$ cat src/rtl/rr_arb_pkg.sv
// Shared types and the round-robin search helper for rr_decoder_arbiter.
package rr_arb_pkg;

    localparam int N    = 3;
    localparam int NREQ = 2**N;

    typedef enum logic {IDLE, BUSY} arb_state_t;

    typedef struct packed {
        logic         found;
        logic [N-1:0] idx;
    } pick_t;

    // First set bit of req scanning ptr, ptr+1, ... with wrap-around.
    function automatic pick_t rr_pick(input logic [NREQ-1:0] req, input logic [N-1:0] ptr);
        pick_t        res;
        logic [N-1:0] cand;
        res = '0;
        for (int i = 0; i < NREQ; i++) begin
            cand = ptr + i[N-1:0];
            if (!res.found && req[cand]) begin
                res.found = 1'b1;
                res.idx   = cand;
            end
        end
        return res;
    endfunction

endpackage

$ cat src/rtl/binary_decoder_3b8b.sv
// 3-to-8 binary decoder with enable; output is all zeros when en is low.
module binary_decoder_3b8b (
    input  logic [2:0] sel,
    input  logic       en,
    output logic [7:0] out
);

    always_comb begin
        out = 8'h00;
        if (en) out[sel] = 1'b1;
    end

endmodule

$ cat src/rtl/rr_decoder_arbiter.sv
// Round-robin arbiter with binary winner index expanded to a one-hot grant.
// Optional hold-time limit enabled by defining ARB_TIMEOUT_EN.
module rr_decoder_arbiter #(
    parameter int N       = 3,
    parameter int TIMEOUT = 16
) (
    input  logic            clk,
    input  logic            reset,
    input  logic [2**N-1:0] req,
    input  logic            done,
    output logic [2**N-1:0] grant,
    output logic [N-1:0]    grant_idx,
    output logic            busy,
    output logic            timeout
);
    import rr_arb_pkg::*;

    if (TIMEOUT < 2) begin : g_timeout_range
        $error("rr_decoder_arbiter: TIMEOUT must be >= 2");
    end

    arb_state_t   state;
    logic [N-1:0] ptr;
    logic [N-1:0] next_ptr;
    logic         real_rel;
    logic         rel;
    pick_t        pick_idle;
    pick_t        pick_rel;

    assign busy      = (state == BUSY);
    assign next_ptr  = grant_idx + 1'b1;
    assign real_rel  = done || !req[grant_idx];
    assign pick_idle = rr_pick(req, ptr);
    assign pick_rel  = rr_pick(req, next_ptr);

`ifdef ARB_TIMEOUT_EN
    localparam int CW = $clog2(TIMEOUT);
    logic [CW-1:0] hold_cnt;
    logic          force_rel;

    assign force_rel = (hold_cnt == CW'(TIMEOUT - 1));
    assign rel       = real_rel || force_rel;

    always_ff @(posedge clk) begin
        if (reset) begin
            hold_cnt <= '0;
            timeout  <= 1'b0;
        end else begin
            timeout <= busy && force_rel && !real_rel;
            if (!busy || rel) hold_cnt <= '0;
            else              hold_cnt <= hold_cnt + 1'b1;
        end
    end
`else
    assign rel     = real_rel;
    assign timeout = 1'b0;
`endif

    always_ff @(posedge clk) begin
        if (reset) begin
            state     <= IDLE;
            ptr       <= '0;
            grant_idx <= '0;
        end else begin
            case (state)
                IDLE: begin
                    if (pick_idle.found) begin
                        grant_idx <= pick_idle.idx;
                        state     <= BUSY;
                    end
                end
                BUSY: begin
                    // Released owner drops to lowest priority; hand over with no idle bubble.
                    if (rel) begin
                        ptr <= next_ptr;
                        if (pick_rel.found) grant_idx <= pick_rel.idx;
                        else                state     <= IDLE;
                    end
                end
                default: state <= IDLE;
            endcase
        end
    end

    binary_decoder_3b8b u_dec (
        .sel (grant_idx),
        .en  (busy),
        .out (grant)
    );

endmodule

$ cat config.mk
export PLATFORM = sky130hd
export DESIGN_NAME = rr_decoder_arbiter
export DESIGN_NICKNAME = d
export VERILOG_FILES = /design/src/rtl/rr_arb_pkg.sv /design/src/rtl/binary_decoder_3b8b.sv /design/src/rtl/rr_decoder_arbiter.sv
export SDC_FILE = /design/constraint.sdc
export NUM_CORES = 1
export LEC_CHECK = 0
export ABC_AREA = 1
export CAP_MARGIN = 20
export CORE_ASPECT_RATIO = 2
export CORE_MARGIN = 8
export CORE_UTILIZATION = 45
export DETAILED_ROUTE_END_ITERATION = 6
export GPL_TIMING_DRIVEN = 0
export PLACE_DENSITY_LB_ADDON = 0.08
export SETUP_SLACK_MARGIN = 0.3
export SLEW_MARGIN = 20
export SYNTH_ARGS = -nofsm -noshare
export SYNTH_HDL_FRONTEND = slang
export SYNTH_HIERARCHICAL = 1
export SYNTH_SLANG_ARGS = --single-unit
$ cat constraint.sdc
create_clock -name clk -period 2.7 [get_ports clk]
set_input_delay 0.54 -clock clk [delete_from_list [all_inputs] [get_ports clk]]
set_output_delay 0.54 -clock clk [all_outputs]
set_load 0.005 [all_outputs]
==> results.tsv, run 1 <==
stage	metric	value	unit
critical_path	worst path cell trace	inv_6 -> buf_8 -> ha_4 -> buf_8 -> inv_8 -> buf_12 -> nand3_4 -> nand2_2 -> nand2_1 -> nand2_4 -> nand4_4 -> nor2_4 -> nand3_2 -> nor2_2 -> nor2_2 -> nand2_1 -> nand2_2 -> a21oi_2	
synthesis	net count after synthesis	379	
power_and_ir_drop	VDD IR max	1.26	mV
cells_and_area	ant diodes	0	
min_path	Hold Path Class	register to register	
timing	Tcrit/Tclk final	87.5	%
clock_network	Sink Count	7	
place	RePlAce Congestion	0.932	
routing	total iterations of the first detailed-routing run	4	
routing	DRC	0	
grt	first-pass GRT wire length	11200	um
floorplanning	Initial Utilization	46.2	%
clock_network	TritonCTS clock tree	done	
critical_path	Crit Path Category	register to register	
routing	average wire per standard cell	14.9	um
critical_path	CP Max Fanout	7	
place	PortBufs	22	
clock_network	worst skew pair latency	220	ps
critical_path	Max stage delay cell, worst path	dfxtp_4	
timing	setup TNS	0	ps
clock_network	# hold bufs at CTS	0	
grt	initial antenna violation count	0	
floorplanning	Die Y	110	um
place	DP Wirelength	5130	um
grt	pin count of the biggest net entering global routing	13	
floorplanning	Core ar.	4300	um^2
synthesis	largest family of logic cells by synthesized area	simple AND/OR/NAND/NOR gates	
critical_path	startpoint types	register	
grt	Global Route Usage Sum	19.5	%
timing	fin. max-slew vios	0	
synthesis	post-synthesis mux area share	0	%
power_and_ir_drop	PD cells	1410	nW/um^2
synthesis	synthesized area per cell	5.46	um^2
clock_network	CTS Root Cell	clkbuf_8	
critical_path	Critical Path AT	2510	ps
critical_path	slowest cell delay on critical path	380	ps
timing	setup violators final	0	
synthesis	Post-Synth XOR/XNOR Area	1.70	%
cells_and_area	Finished Layout Cells	480	
floorplanning	Die X	63.0	um
synthesis	Ys Warns	6	
synthesis	Mapped Cells	364	
timing	Final min period	2360	ps
synthesis	post-synthesis sequential area ratio	7.05	%
timing	fmax	423	MHz
cells_and_area	Filler cells	371	
floorplanning	site row count	34	
routing	Iteration-0 DRC Markers	63	
timing	Setup Skew	0.533	ps
power_and_ir_drop	leakage	1.52	nW
synthesis	Synth async-reset ratio	0	%
routing	antenna viol nets, final	0	
synthesis	Post-synth EDFFs	0	
timing	Final Hold Viols	0	
critical_path	Setup crit end kind	register	
synthesis	Adder-Cell Fraction of Synth Area	2.52	%
cells_and_area	Area Growth Syn to Fin	51.8	%
synthesis	number of distinct library cells after synthesis	37	
run_status	outcome	finished clean	
timing	RSZ-0062 raised after global routing	true	
routing	total wire length	7170	um
cells_and_area	final core occ	70.2	%
synthesis	Synth Cell Area	1990	um^2
synthesis	Synth Flop Type	dfxtp_1	
cells_and_area	layout cells sized above 1	38.0	%
routing	vias post-DR	2584	
synthesis	Synth Area in Compound Gates	8.56	%
critical_path	Crit path required time	2850	ps
clock_network	Worst-path clk slew	40	ps
clock_network	H-Tree Depth	1	
grt	number of global-route vias before repair	2546	
clock_network	clk buf depth	2	
run	Max-Cap Viols	0	
place	total placed cells including tap cells	440	
grt	total grt overflow	0	
clock_network	total CTS buffers	3	
floorplanning	I/O pin count	24	
routing	DR vias/cell	5.38	
floorplanning	die footprint	6930	um^2
synthesis	Yosys reg bits	7	
cells_and_area	Final nets	442	
synthesis	simple-gate area share of the yosys netlist	66.4	%
area by class of cell:
cell class | instances | area [um^2] | share of cell area, %
clock buffers | 4 | 45.0 | 1.49
multi-input cells | 301 | 1920 | 63.7
well taps | 54 | 67.6 | 2.24
repair buffers | 58 | 508 | 16.8
flip-flops and latches | 7 | 150 | 4.98
inverters | 47 | 206 | 6.85
plain buffers | 9 | 119 | 3.94
worst paths after layout:
check,startpoint,end,slack [ps],depth (start not counted)
max,grant_idx[0],grant_idx[2],340,18
min,grant_idx[1],grant_idx[1],620,2
max reg2reg,grant_idx[0],grant_idx[2],340,18
min reg2reg,grant_idx[1],grant_idx[1],620,2
placed cells by master, fill, tap and decap left out, drive strengths merged, types with 2 or more instances in the layout:
cell type	count
nor2	41
dfxtp	7
ha	4
buf	45
clkbuf	4
inv	46
o21ai	14
nand3	57
a21oi	9
a31oi	2
clkdlybuf4s50	15
dlygate4sd2	3
xnor2	2
nand4	9
dlymetal6s2s	4
nor3	2
nand2	152
registers in the layout, indices dropped and copies added (netlist names):
| register | flops |
|---|---|
| busy | 1 |
| grant_idx | 3 |
| ptr | 3 |
cell families after synthesis:
group                    Yosys count
XOR/XNOR                           3
flip-flops                         7
other                              1
AO/OA/AOI/OAI                     30
adder cells (fa/ha/maj)            4
buffers and inverters             56
AND/OR/NAND/NOR                  263
worst max-delay path, delay by kind of cell, from the launching register on:
family	cells	cell delay [ps]
buffers and inverters	5	500
adder cells (fa/ha/maj)	1	210
AO/OA/AOI/OAI	1	130
AND/OR/NAND/NOR	11	1060
flip-flops	1	380
Yosys cell counts, drive strengths merged, types with 2 or more instances:
library cell    n  area share [%]
buf             9             4.5
nand3          57              18
xnor2           2            0.88
nand2         152              32
inv            46             8.8
nand4           9             4.7
ha              4             2.5
nor2           41              10
o21ai          14             3.7
dfxtp           7             7.1
a31oi           2            0.63
nor3            2            0.50
a21oi           9             2.3
power by group:
part / internal (mW) / switching [mW] / leakage, nW
clock: 0.102 / 0.0439 / 0.0228
combinational: 1.60 / 2.27 / 1.44
sequential: 0.146 / 0.0764 / 0.0600
total: 1.85 / 2.39 / 1.52
what timing repair did:
item,in CTS,in global routing
pin swaps,15,37
hold endpoints to repair,0,0
gates resized for setup,35,80
buffers inserted,19,17
endpoints found under the setup margin,4,3
layer usage:
metal / vias up / global-route usage [%] / wire length, um
met4: 0 / 14.4 / 548
met5: - / 0 / 0
li1: 1284 / - / -
met2: 63 / 41.2 / 4110
met3: 34 / 1.21 / 181
met1: 1203 / 16.3 / 2330
per-stage QoR:
| stage | instance area (um^2) | setup slack [ps] | power, mW | hold WS [ps] |
|---|---|---|---|---|
| finish | 3020 | 338 | 4.24 | 623 |
| global route | 3020 | 185 | 4.60 | 630 |
| CTS | 2580 | 301 | 3.47 | 660 |
| detailed placement | 2280 | -106 | 2.82 | 701 |
| global placement | 2280 | -89.4 | 2.80 | 702 |
| floorplan | 1990 | 308 | 2.21 | 605 |
Note: power is estimated with default switching activity, not from simulation.
==> inputs of run 2 (changes only) <==
--- a/config.mk
+++ b/config.mk
@@ -6,10 +6,11 @@
 export NUM_CORES = 1
 export LEC_CHECK = 0
 export ABC_AREA = 1
-export CAP_MARGIN = 20
+export CAP_MARGIN = 0
 export CORE_ASPECT_RATIO = 2
 export CORE_MARGIN = 8
 export CORE_UTILIZATION = 45
+export CTS_CLUSTER_SIZE = 8
 export DETAILED_ROUTE_END_ITERATION = 6
 export GPL_TIMING_DRIVEN = 0
 export PLACE_DENSITY_LB_ADDON = 0.08
==> results of run 2 <==
The final DEF is identical to that of run 1; final timing and power are the same.
